[config.mk]
export PLATFORM = sky130hd
export DESIGN_NAME = microwave_sequencer
export DESIGN_NICKNAME = d
export VERILOG_FILES = /design/src/rtl/microwave_sequencer_pkg.sv /design/src/rtl/microwave_sequencer_bcd_mmss_down.sv /design/src/rtl/microwave_sequencer.sv
export SDC_FILE = /design/constraint.sdc
export NUM_CORES = 1
export LEC_CHECK = 0
export ABC_AREA = 1
export CAP_MARGIN = 20
export CELL_PAD_IN_SITES_DETAIL_PLACEMENT = 1
export CELL_PAD_IN_SITES_GLOBAL_PLACEMENT = 1
export CORE_MARGIN = 4
export CORE_UTILIZATION = 42
export DETAILED_ROUTE_END_ITERATION = 10
export GPL_TIMING_DRIVEN = 0
export HOLD_SLACK_MARGIN = 0.15
export PLACE_DENSITY_LB_ADDON = 0.1
export RECOVER_POWER = 25
export SLEW_MARGIN = 15
export SYNTH_ARGS = -nofsm -noshare
export SYNTH_HDL_FRONTEND = slang
export SYNTH_HIERARCHICAL = 1
export SYNTH_SLANG_ARGS = --single-unit
[constraint.sdc]
create_clock -name clk -period 4.1 [get_ports clk]
set_input_delay 0.41 -clock clk [delete_from_list [all_inputs] [get_ports clk]]
set_output_delay 0.41 -clock clk [all_outputs]
set_load 0.05 [all_outputs]
[src/rtl/microwave_sequencer_pkg.sv]
// rtl/microwave_sequencer_pkg.sv - state encoding, display width and BCD field helpers for the cook sequencer
package microwave_sequencer_pkg;

    localparam int DISP_W = 16;

    typedef enum logic [2:0] {
        ST_IDLE  = 3'd0,
        ST_SET   = 3'd1,
        ST_COOK  = 3'd2,
        ST_PAUSE = 3'd3,
        ST_DONE  = 3'd4
    } state_t;

    function automatic logic [3:0] min_tens(input logic [DISP_W-1:0] d);
        return d[15:12];
    endfunction

    function automatic logic [3:0] min_ones(input logic [DISP_W-1:0] d);
        return d[11:8];
    endfunction

    function automatic logic [3:0] sec_tens(input logic [DISP_W-1:0] d);
        return d[7:4];
    endfunction

    function automatic logic [3:0] sec_ones(input logic [DISP_W-1:0] d);
        return d[3:0];
    endfunction

endpackage

[src/rtl/microwave_sequencer_bcd_mmss_down.sv]
// rtl/microwave_sequencer_bcd_mmss_down.sv - combinational one-second decrement of a BCD MM:SS value
module bcd_mmss_down
    import microwave_sequencer_pkg::*;
(
    input  logic [DISP_W-1:0] din,
    output logic [DISP_W-1:0] dout,
    output logic              zero
);

    logic [3:0] mt, mo, st, so;

    // Seconds borrow through 0->5 on the tens digit, minutes through 0->9.
    always_comb begin
        mt = min_tens(din);
        mo = min_ones(din);
        st = sec_tens(din);
        so = sec_ones(din);
        if (so != 4'd0) begin
            so = so - 4'd1;
        end else begin
            so = 4'd9;
            if (st != 4'd0) begin
                st = st - 4'd1;
            end else begin
                st = 4'd5;
                if (mo != 4'd0) begin
                    mo = mo - 4'd1;
                end else begin
                    mo = 4'd9;
                    mt = (mt != 4'd0) ? mt - 4'd1 : 4'd9;
                end
            end
        end
        dout = {mt, mo, st, so};
        zero = (dout == '0);
    end

endmodule

[src/rtl/microwave_sequencer.sv]
// rtl/microwave_sequencer.sv - cook sequencer: keypad entry, BCD countdown, door interlock, magnetron and done control
module microwave_sequencer
    import microwave_sequencer_pkg::*;
#(
    parameter int DONE_HOLD = 3,
    parameter int TW        = 3
) (
    input  logic              clk,
    input  logic              rstn,
    input  logic              tick_1hz,
    input  logic              startn,
    input  logic              stopn,
    input  logic              clearn,
    input  logic              door_closed,
    input  logic              digit_valid,
    input  logic [3:0]        digit,
    output logic              mag_on,
    output logic              timer_done,
    output logic [DISP_W-1:0] disp,
    output logic [2:0]        state
);

    state_t            state_q, state_d;
    logic [DISP_W-1:0] disp_q, disp_d, disp_dec;
    logic [TW-1:0]     hold_q, hold_d;
    logic              start_h, stop_h, clear_h;
    logic              mag_d, done_d, dec_zero;

    // Raw presses are 1->0 edges; only the highest-priority one is acted on.
    logic start_raw, stop_raw, clear_raw;
    logic start_p, stop_p, clear_p, any_press;
    logic digit_ok, can_start;

    assign start_raw = start_h & ~startn;
    assign stop_raw  = stop_h & ~stopn;
    assign clear_raw = clear_h & ~clearn;
    assign clear_p   = clear_raw;
    assign stop_p    = stop_raw & ~clear_raw;
    assign start_p   = start_raw & ~stop_raw & ~clear_raw;
    assign any_press = start_raw | stop_raw | clear_raw;

    assign digit_ok  = digit_valid && (digit <= 4'd9);
    assign can_start = door_closed && (disp_q != '0) && (sec_tens(disp_q) <= 4'd5);

    bcd_mmss_down u_dec (
        .din  (disp_q),
        .dout (disp_dec),
        .zero (dec_zero)
    );

    always_ff @(posedge clk or negedge rstn) begin
        if (!rstn) begin
            state_q    <= ST_IDLE;
            disp_q     <= '0;
            hold_q     <= '0;
            mag_on     <= 1'b0;
            timer_done <= 1'b0;
            start_h    <= 1'b1;
            stop_h     <= 1'b1;
            clear_h    <= 1'b1;
        end else begin
            state_q    <= state_d;
            disp_q     <= disp_d;
            hold_q     <= hold_d;
            mag_on     <= mag_d;
            timer_done <= done_d;
            start_h    <= startn;
            stop_h     <= stopn;
            clear_h    <= clearn;
        end
    end

    always_comb begin
        state_d = state_q;
        disp_d  = disp_q;
        hold_d  = hold_q;
        case (state_q)
            ST_IDLE: begin
                if (digit_ok) begin
                    disp_d  = {disp_q[11:0], digit};
                    state_d = ST_SET;
                end
            end
            ST_SET: begin
                if (clear_p || stop_p) begin
                    disp_d  = '0;
                    state_d = ST_IDLE;
                end else if (start_p && can_start) begin
                    state_d = ST_COOK;
                end else if (digit_ok) begin
                    disp_d = {disp_q[11:0], digit};
                end
            end
            ST_COOK: begin
                if (clear_p) begin
                    disp_d  = '0;
                    state_d = ST_IDLE;
                end else if (!door_closed || stop_p) begin
                    state_d = ST_PAUSE;
                end else if (tick_1hz) begin
                    disp_d = disp_dec;
                    if (dec_zero) begin
                        state_d = ST_DONE;
                        hold_d  = '0;
                    end
                end
            end
            ST_PAUSE: begin
                if (clear_p || stop_p) begin
                    disp_d  = '0;
                    state_d = ST_IDLE;
                end else if (start_p && door_closed) begin
                    state_d = ST_COOK;
                end
            end
            ST_DONE: begin
                disp_d = '0;
                if (any_press) begin
                    state_d = ST_IDLE;
                    hold_d  = '0;
                end else if (tick_1hz) begin
                    if (hold_q == TW'(DONE_HOLD - 1)) begin
                        state_d = ST_IDLE;
                        hold_d  = '0;
                    end else begin
                        hold_d = hold_q + TW'(1);
                    end
                end
            end
            default: begin
                state_d = ST_IDLE;
                disp_d  = '0;
                hold_d  = '0;
            end
        endcase
    end

    // Outputs are registered from the next state so they track state_q exactly.
    always_comb begin
        mag_d  = (state_d == ST_COOK);
        done_d = (state_d == ST_DONE);
    end

    assign disp  = disp_q;
    assign state = state_q;

endmodule

# Word level (Yosys, flattened, before mapping)
# Index checks and enable logic that the tools add are counted.
dict set report word_totals {
  out_inout_bits 21
  register_bits 27
  in_bits 12
  elab_cells 102
}
dict set report op_classes {
  n_reduce_logical 18
  eq_ne 16
  addsub 5
  order_cmp 2
  n_mux 39
  n_bitwise 14
}
# operator n
set op_table {}
lappend op_table {{16-bit two-way mux} 7}
lappend op_table {{16-bit one-hot mux with 4 select lines} 1}
lappend op_table {{3-bit two-way mux} 19}
lappend op_table {{4-bit two-way mux} 10}
lappend op_table {{16-bit zero test} 1}
lappend op_table {{16-bit nonzero test} 1}
lappend op_table {{4-bit nonzero test} 4}
lappend op_table {{4-bit by 1-bit subtractor with 4-bit output (second input constant)} 4}
lappend op_table {{3-bit one-hot mux with 5 select lines} 1}
lappend op_table {{3-bit by 2-bit == test with 1-bit output (second input constant)} 4}
lappend op_table {{3-bit inequality test (second input constant)} 4}
lappend op_table {{2-bit inequality test (second input constant)} 5}
lappend op_table {{3-bit one-hot mux with 3 select lines} 1}
lappend op_table {{1-bit bitwise AND} 6}
lappend op_table {{3-bit == test (second input constant)} 2}
lappend op_table {{1-bit inverter} 6}
lappend op_table {{6-bit AND reduction} 1}
lappend op_table {{1-bit logical AND} 5}
lappend op_table {{4-bit by 3-bit less-or-equal comparator with 1-bit output (second input constant)} 1}
lappend op_table {{4-bit less-or-equal comparator (second input constant)} 1}
lappend op_table {{4-bit AND reduction} 1}
lappend op_table {{3-bit by 1-bit adder with 3-bit output (second input constant)} 1}
lappend op_table {{3-bit by 1-bit == test with 1-bit output (second input constant)} 1}
lappend op_table {{3-bit zero test} 1}
lappend op_table {{4 further kinds} 6}

# Depth between registers and ports, before layout
# Gate-level depths: netlist of the first run.
dict set report depth {
  word_depth 12
  mapped_depth 19
  mapped_depth_nobuf 19
}

# Modules after synthesis
# Netlist of the first run, hierarchy kept.
# module seq_area_each_um2 cells_each area_per_inst_um2 n_inst
set by_module_without_submodules {}
lappend by_module_without_submodules {microwave_sequencer 679.4 265 1889.3 1}
lappend by_module_without_submodules {bcd_mmss_down 0.0 96 486.7 1}

# Worst setup path before layout of the first run
# Ideal clock, no wire load.
dict set report synth_path {
  path_type {register to register}
  startpoint {reg disp_q[1], in the netlist disp[1]}
  endpoint {reg hold_q[0]}
  n_path_buf 0
  period_less_slack_ps 2421
  path_stages_with_launch 20
  arrival_ps 2297
  setup_slack_ps 1679
  setup_time_ps 124
  required_ps 3976
  cell_sequence {dfrtp_1 -> inv_1 -> ha_1 -> nand2_1 -> nor2_2 -> nand2_1 -> nand2_1 -> nand2_2 -> nor2_1 -> nand2_1 -> nor2_1 -> nand2_1 -> nor2_1 -> nand2_1 -> inv_1 -> nand4_1 -> nand2_1 -> nand2_1 -> nor2_1 -> a21oi_1}
}
dict set report synth_between {
  elab_chain_cells 5
  word_cells_on_any_way 9
  classes_between {1 x add/sub; 1 x eq/ne; 4 x mux; 3 x reduce/logical}
}
# element line_no
set synth_rtl {}
lappend synth_rtl {{start: declaration} microwave_sequencer.sv:24} ;# logic [DISP_W-1:0] disp_q, disp_d, disp_dec;
lappend synth_rtl {{start signal: assignment} microwave_sequencer.sv:63} ;# disp_q <= disp_d;
lappend synth_rtl {{4-bit nonzero test} microwave_sequencer_bcd_mmss_down.sv:18} ;# if (so != 4'd0) begin
lappend synth_rtl {{4-bit two-way mux} microwave_sequencer_bcd_mmss_down.sv:18}
lappend synth_rtl {{via disp_dec[6]} microwave_sequencer.sv:24}
lappend synth_rtl {{16-bit zero test} microwave_sequencer_bcd_mmss_down.sv:35} ;# zero = (dout == '0);
lappend synth_rtl {{via dec_zero} microwave_sequencer.sv:27} ;# logic mag_d, done_d, dec_zero;
lappend synth_rtl {{2-bit inequality test (no line)} -}
lappend synth_rtl {{6-bit AND reduction (no line)} -}
lappend synth_rtl {{end signal: assignment} microwave_sequencer.sv:64} ;# hold_q <= hold_d;
lappend synth_rtl {{end: declaration} microwave_sequencer.sv:25} ;# logic [TW-1:0] hold_q, hold_d;
# The timed path passes the listed nets, and every way through them passes these cells.
# A chain may end at the register's enable or synchronous reset.

# Final worst setup path of the first run
dict set report layout_path {
  startpoint {reg disp_q[0], in the netlist disp[0]}
  endpoint {reg hold_q[0]}
}
# The elaborated chain is that of the path after synthesis.

==> results.cfg, run 1 <==
[outcome]
outcome = finished, violations left
violations = max-capacitance violations, max-slew violations

[logic_synthesis]
ys.warnings.count = 6
postSynthCellCount = 361
ys_ff_latch = 27
ys_seq_area_share_pct = 28.6
synth_area_per_cell_sq_um = 6.58
synth_cell_types = 34
synth_area_sq_mm = 0.00238
syn_nets = 375

[worst_hold_path]
hold_class = input port to asynchronous set/reset pin

[sta]
setup_violations = 0
slew_headroom_pct = -4.68
worst_pin_slew_ns = 1.57
worst_slack_ns = 1.30
timing.final.crit_share_pct = 68.3
drv_slew = 28
fin_crit_ns = 2.80
fmax_mhz = 357
rsz0062_at_grt = false
setup_tns_ns = 0
finalHoldViolCount = 0
fin_skew_ns = 0.00628

[pwr]
power.total_mw = 1.77
irDropWorstVdd_mv = 0.520
pwr_density_cell_mw_per_mm2 = 627
p_leak_nw = 1.45

[placed_design]
dp_slack_ns = 1.31
dp.cells = 464
gp_congestion = 0.855
portBuffers = 31
dp.final_hpwl_mm = 5.59

[clocking]
cts_tree = done
root_buffer = clkbuf_8
cts_hold_buf = 0
cts_buffers = 3
post_cts_resized = 0
cts_setup_buffers = 0
cts_buffer_depth = 2
ctsHtreeMaxLevel = 1
clkSinkCount = 27
clk_pin_slew_ns = 0.11
clk_latency_ns = 0.29

[setup_path]
arrival_ns = 2.97
path_class = flop to flop
cp_max_fo = 8
slowest_stage = dfrtp_1
cp_top_family = simple AND/OR/NAND/NOR gates
crit_path_end_kind = flop
crit_chain = inv_1 > ha_1 > nand2_1 > nor2_2 > nand2_1 > nand2_1 > nand2_2 > nor2_1 > nand2_1 > nor2_1 > nand2_1 > nor2_1 > nand2_1 > inv_1 > nand4_1 > nand2_1 > nand2_1 > nor2_1 > a21oi_1
max_stage_delay_ns = 0.50
crit_required_ns = 4.27
rrSetupSlack_ns = 1.30
setup.worst_path.start_class = flop
critPathBufInv = 2
crit_top_cell = nand2_1

[die]
core_area_sq_mm = 0.00551
ios = 33
die_area_sq_mm = 0.00692
start_util_pct = 43.1
die_height_microns = 83.2
die_x_microns = 83.2
rows = 27

[routing]
wl_per_cell_microns = 15.8
drc = 0
routed_wl_mm = 7.38
vias = 2460
detail-route-antenna-nets = 0
vias_per_cell = 5.26
drt_iter0_drc = 101
first_pass_iters = 4

[grt]
antenna_found_initial = 0
grt_overflow = 0
grt_max_degree = 28
first_global_vias = 2448
grt.total_usage_pct = 21.8
grt_pass1_wl_mm = 12.5

[cells_and_area]
antennaDiodeCount = 0
areaGrowthSynthToFinish_pct = 18.5
layout.cells.non_filler = 468
drive_above_1_share_pct = 16.4
layout.nets = 411
fillers = 759

[job]
maxCapViolCount = 1
cells in the mapped netlist, drive strengths merged:
cell type	count	share of area, %
nand2	142	25
inv	44	7.0
nand3	44	11
nor2	36	8.1
dfrtp	24	25
nand4	20	5.3
o21ai	13	4.2
buf	9	2.5
nand3b	8	2.5
a21oi	4	1.2
dfstp	3	3.3
nor3	3	0.84
ha	2	1.1
o211ai	2	0.63
xor2	2	0.74
a21boi	1	0.32
and2	1	0.26
clkbuf	1	0.16
clkinv	1	0.21
or2	1	0.26
flip-flops by register name, summed over array words and instances (netlist names):
signal,cells
hold_q,3
disp,16
clear_h,1
state,3
start_h,1
stop_h,1
timer_done,1
mag_on,1
path summary, 6_finish.rpt:
path / to / start / cells after the start
max: hold_q[0] / disp[0] / 19
min: disp[7] / rstn / 1
max reg2reg: hold_q[0] / disp[0] / 19
min reg2reg: hold_q[2] / hold_q[2] / 2
max in group asynchronous: disp[0] / rstn / 1
min in group clk: hold_q[2] / hold_q[2] / 2
cells by family after synthesis:
family / count (synthesis) / share of synthesized area [%]
adder cells (fa/ha/maj): 2 / 1.05
AO/OA/AOI/OAI: 20 / 6.27
XOR/XNOR: 2 / 0.737
AND/OR/NAND/NOR: 255 / 53.5
flip-flops: 27 / 28.6
buffers and inverters: 55 / 9.85
final cells by class:
cell class | instances | area (sq um) | share of cell area, %
Tap cell | 72 | 90.1 | 3.20
Clock buffer | 3 | 41.3 | 1.47
Multi-Input combinational cell | 279 | 1460 | 51.9
Inverter | 45 | 170 | 6.04
Buffer | 10 | 63.8 | 2.27
Clock inverter | 1 | 5.00 | 0.178
Timing Repair Buffer | 31 | 304 | 10.8
Sequential cell | 27 | 679 | 24.1
cells in the final DEF, fill, tap and decap left out, types with 6 or more instances in the layout:
cell type	n
nand2_1	121
inv_1	40
buf_2	8
nand3_1	40
clkdlybuf4s50_1	28
o21ai_0	6
nor2_2	7
nand4_1	20
nand3b_1	8
dfrtp_1	24
nor2_1	26
nand2_2	17
per-stage QoR:
stage               hold slack [ns]  utilization [%]  cell area, sq um
floorplan                     0.114                -              2380
global placement              0.515             50.4              2780
detailed placement            0.479             50.3              2770
CTS                           0.165             51.2              2820
global route                  0.572             51.1              2820
finish                        0.499             51.1              2820
where the power goes:
group,internal (mW),switching [mW],total [mW]
logic,0.351,0.732,1.08
clock network,0.0685,0.0979,0.166
registers,0.343,0.174,0.516
total,0.762,1.00,1.77
layer usage:
| metal | track usage (%) | up-vias | wire length (microns) |
|---|---|---|---|
| li1 | - | 1231 | - |
| met1 | 29.1 | 1164 | 3350 |
| met2 | 37.5 | 52 | 3620 |
| met3 | 2.18 | 13 | 280 |
| met4 | 5.50 | 0 | 133 |
| met5 | 0 | - | 0 |
Note: power is estimated with default switching activity, not from simulation.
==> inputs of run 2 (changes only) <==
Settings changed: CORE_UTILIZATION 42 to 39.
Clock period 4.1 ns to 2.7 ns, I/O delays scaled along.
==> results.cfg, run 2 (synthesized netlist as in run 1, its figures left out) <==
[cells_and_area]
layout.cells.most_common = nand2_1
antennaDiodeCount = 0
mostFrequentLayoutCells = 119 x nand2_1, 40 x nand3_1, 38 x inv_1
areaGrowthSynthToFinish_pct = 22.4
drive_above_1_share_pct = 19.9
layout.nets = 417
layout.cells.non_filler = 477
largest_reg_flops = 16
design_area_sq_mm = 0.00291
fin_util_pct = 49.1

[setup_path]
rrSetupSlack_ns = 0.25
crit_cells = 19
crit_required_ns = 2.88
arrival_ns = 2.62
cp_top_family = simple AND/OR/NAND/NOR gates
crit_chain = inv_2 > ha_4 > nand2_2 > nor2_4 > nand2_1 > nand2_1 > nand2_2 > nor2_1 > nand2_1 > nor2_1 > nand2_1 > nor2_2 > nand2_1 > inv_1 > nand4_1 > nand2_1 > nand2_2 > nand2_1 > o21ai_0
max_stage_delay_ns = 0.48
r2r-start = disp[0]
reg2regPathDepth = 19
setup.worst_path.start_class = flop
cp_max_fo = 6
crit_path_end_kind = flop
r2r_end = hold_q[2]
crit_top_cell = nand2_1
slowest_stage = dfrtp_2
worstSetupStartpoint = disp[0]
path_class = flop to flop
critPathBufInv = 2

[clocking]
clk_pin_slew_ns = 0.11
ctsHtreeMaxLevel = 1
clkSinkCount = 27
clk_latency_ns = 0.29
cts_tree = done
cts_buffers = 3
cts_buffer_depth = 2
root_buffer = clkbuf_8

[routing]
detail-route-antenna-nets = 0
first_pass_iters = 4
routed_wl_mm = 7.43
drc = 0
wl_per_cell_microns = 15.6
vias = 2458
drt_iter0_drc = 119
vias_per_cell = 5.15

[sta]
worst_pin_slew_ns = 1.53
fmax_mhz = 409
drv_slew = 28
setup_violations = 0
slew_headroom_pct = -1.98
hold_ws_ns = 0.534
timing.final.crit_share_pct = 90.6
finalHoldViolCount = 0
fin_crit_ns = 2.45
fin_skew_ns = 0.00310

[worst_hold_path]
min-delay-start = stopn
hold_depth = 1
hold_class = input port to flop
min_to = stop_h

[placed_design]
placed_area_sq_mm = 0.00278
dp.final_hpwl_mm = 5.54
dp.cells = 467
portBuffers = 31
gp_congestion = 0.872

[die]
ios = 33
die_area_sq_mm = 0.00741
die_height_microns = 86.1
start_util_pct = 40.1
rows = 28
die_x_microns = 86.1
core_area_sq_mm = 0.00592

[job]
maxCapViolCount = 1

[grt]
grt_max_degree = 28
grt_pass1_wl_mm = 12.5
first_global_vias = 2538
grt_overflow = 0
grt.total_usage_pct = 21.2
antenna_found_initial = 0

[pwr]
irDropWorstVdd_mv = 0.566
power.total_mw = 2.77
p_leak_nw = 1.47
pwr_density_cell_mw_per_mm2 = 952

[outcome]
violations = max-capacitance violations, max-slew violations
outcome = finished, violations left
## run 2: changes by cell type in the layout (fill, tap and decap cells not counted), moves of 2 or more
cell           before  now
nor2_1             26   24
dfrtp_1            24   21
nand2_1           121  119
inv_1              40   38
dlygate4sd3_1       2    4
inv_2               4    6
nand2_2            17   19
nor2_4              1    3
dfrtp_2             0    3
buf_4               0    5
## run 2: area by class of cell
cell class	instances	area (sq um)
Fill cell	798	3010
Multi-Input combinational cell	279	1500
Sequential cell	27	683
Timing Repair Buffer	37	352
Inverter	45	170
Tap cell	75	93.8
Buffer	10	63.8
Clock buffer	3	41.3
Clock inverter	1	8.76
## run 2: metal layers
metal,GRT usage [%],vias up,wire (microns)
met1,27.5,1188,3420
li1,-,1237,-
met3,3.17,4,215
met4,3.17,0,37
met2,37.8,29,3760
met5,0,-,0
## run 2: worst max-delay path by stage
stage / slack, ns / to
5_1_grt: -0.03 / hold_q[1]
2_1_floorplan: 0.28 / hold_q[0]
4_1_cts: 0.05 / hold_q[2]
6_report: 0.25 / hold_q[2]
3_3_place_gp: 0.03 / hold_q[2]
3_5_place_dp: -0.07 / hold_q[2]
## run 2: timing repair
action | 4_1_cts | 5_1_grt
endpoints found under the hold margin | 24 | 0
endpoints found under the setup margin | 3 | 5
gates cloned | 0 | 0
setup buffers | 0 | 5
gates resized for setup | 3 | 10
hold buffers | 1 | 0
pin swaps | 0 | 3
## run 2: worst reg2reg max path, stage by stage, from the launching register on
cell and delay, ns:
dfrtp_2 0.48, inv_2 0.09, ha_4 0.17, nand2_2 0.08, nor2_4 0.17, nand2_1 0.09
nand2_1 0.08, nand2_2 0.06, nor2_1 0.10, nand2_1 0.08, nor2_1 0.12, nand2_1 0.08
nor2_2 0.10, nand2_1 0.06, inv_1 0.09, nand4_1 0.13, nand2_1 0.11, nand2_2 0.09
nand2_1 0.07, o21ai_0 0.08
## run 2: per-stage QoR
stage | worst slack (ns) | TNS, ns
3_5_place_dp | -0.0749 | -0.193
2_1_floorplan | 0.279 | 0
4_1_cts | 0.0539 | 0
5_1_grt | -0.0301 | -0.0661
3_3_place_gp | 0.0330 | 0
6_report | 0.253 | 0
## run 2: report_power, final
| group | internal, mW | switching, mW | total, mW |
|---|---|---|---|
| sequential | 0.524 | 0.269 | 0.793 |
| clock | 0.109 | 0.153 | 0.262 |
| combinational | 0.581 | 1.13 | 1.71 |
| total | 1.21 | 1.56 | 2.77 |
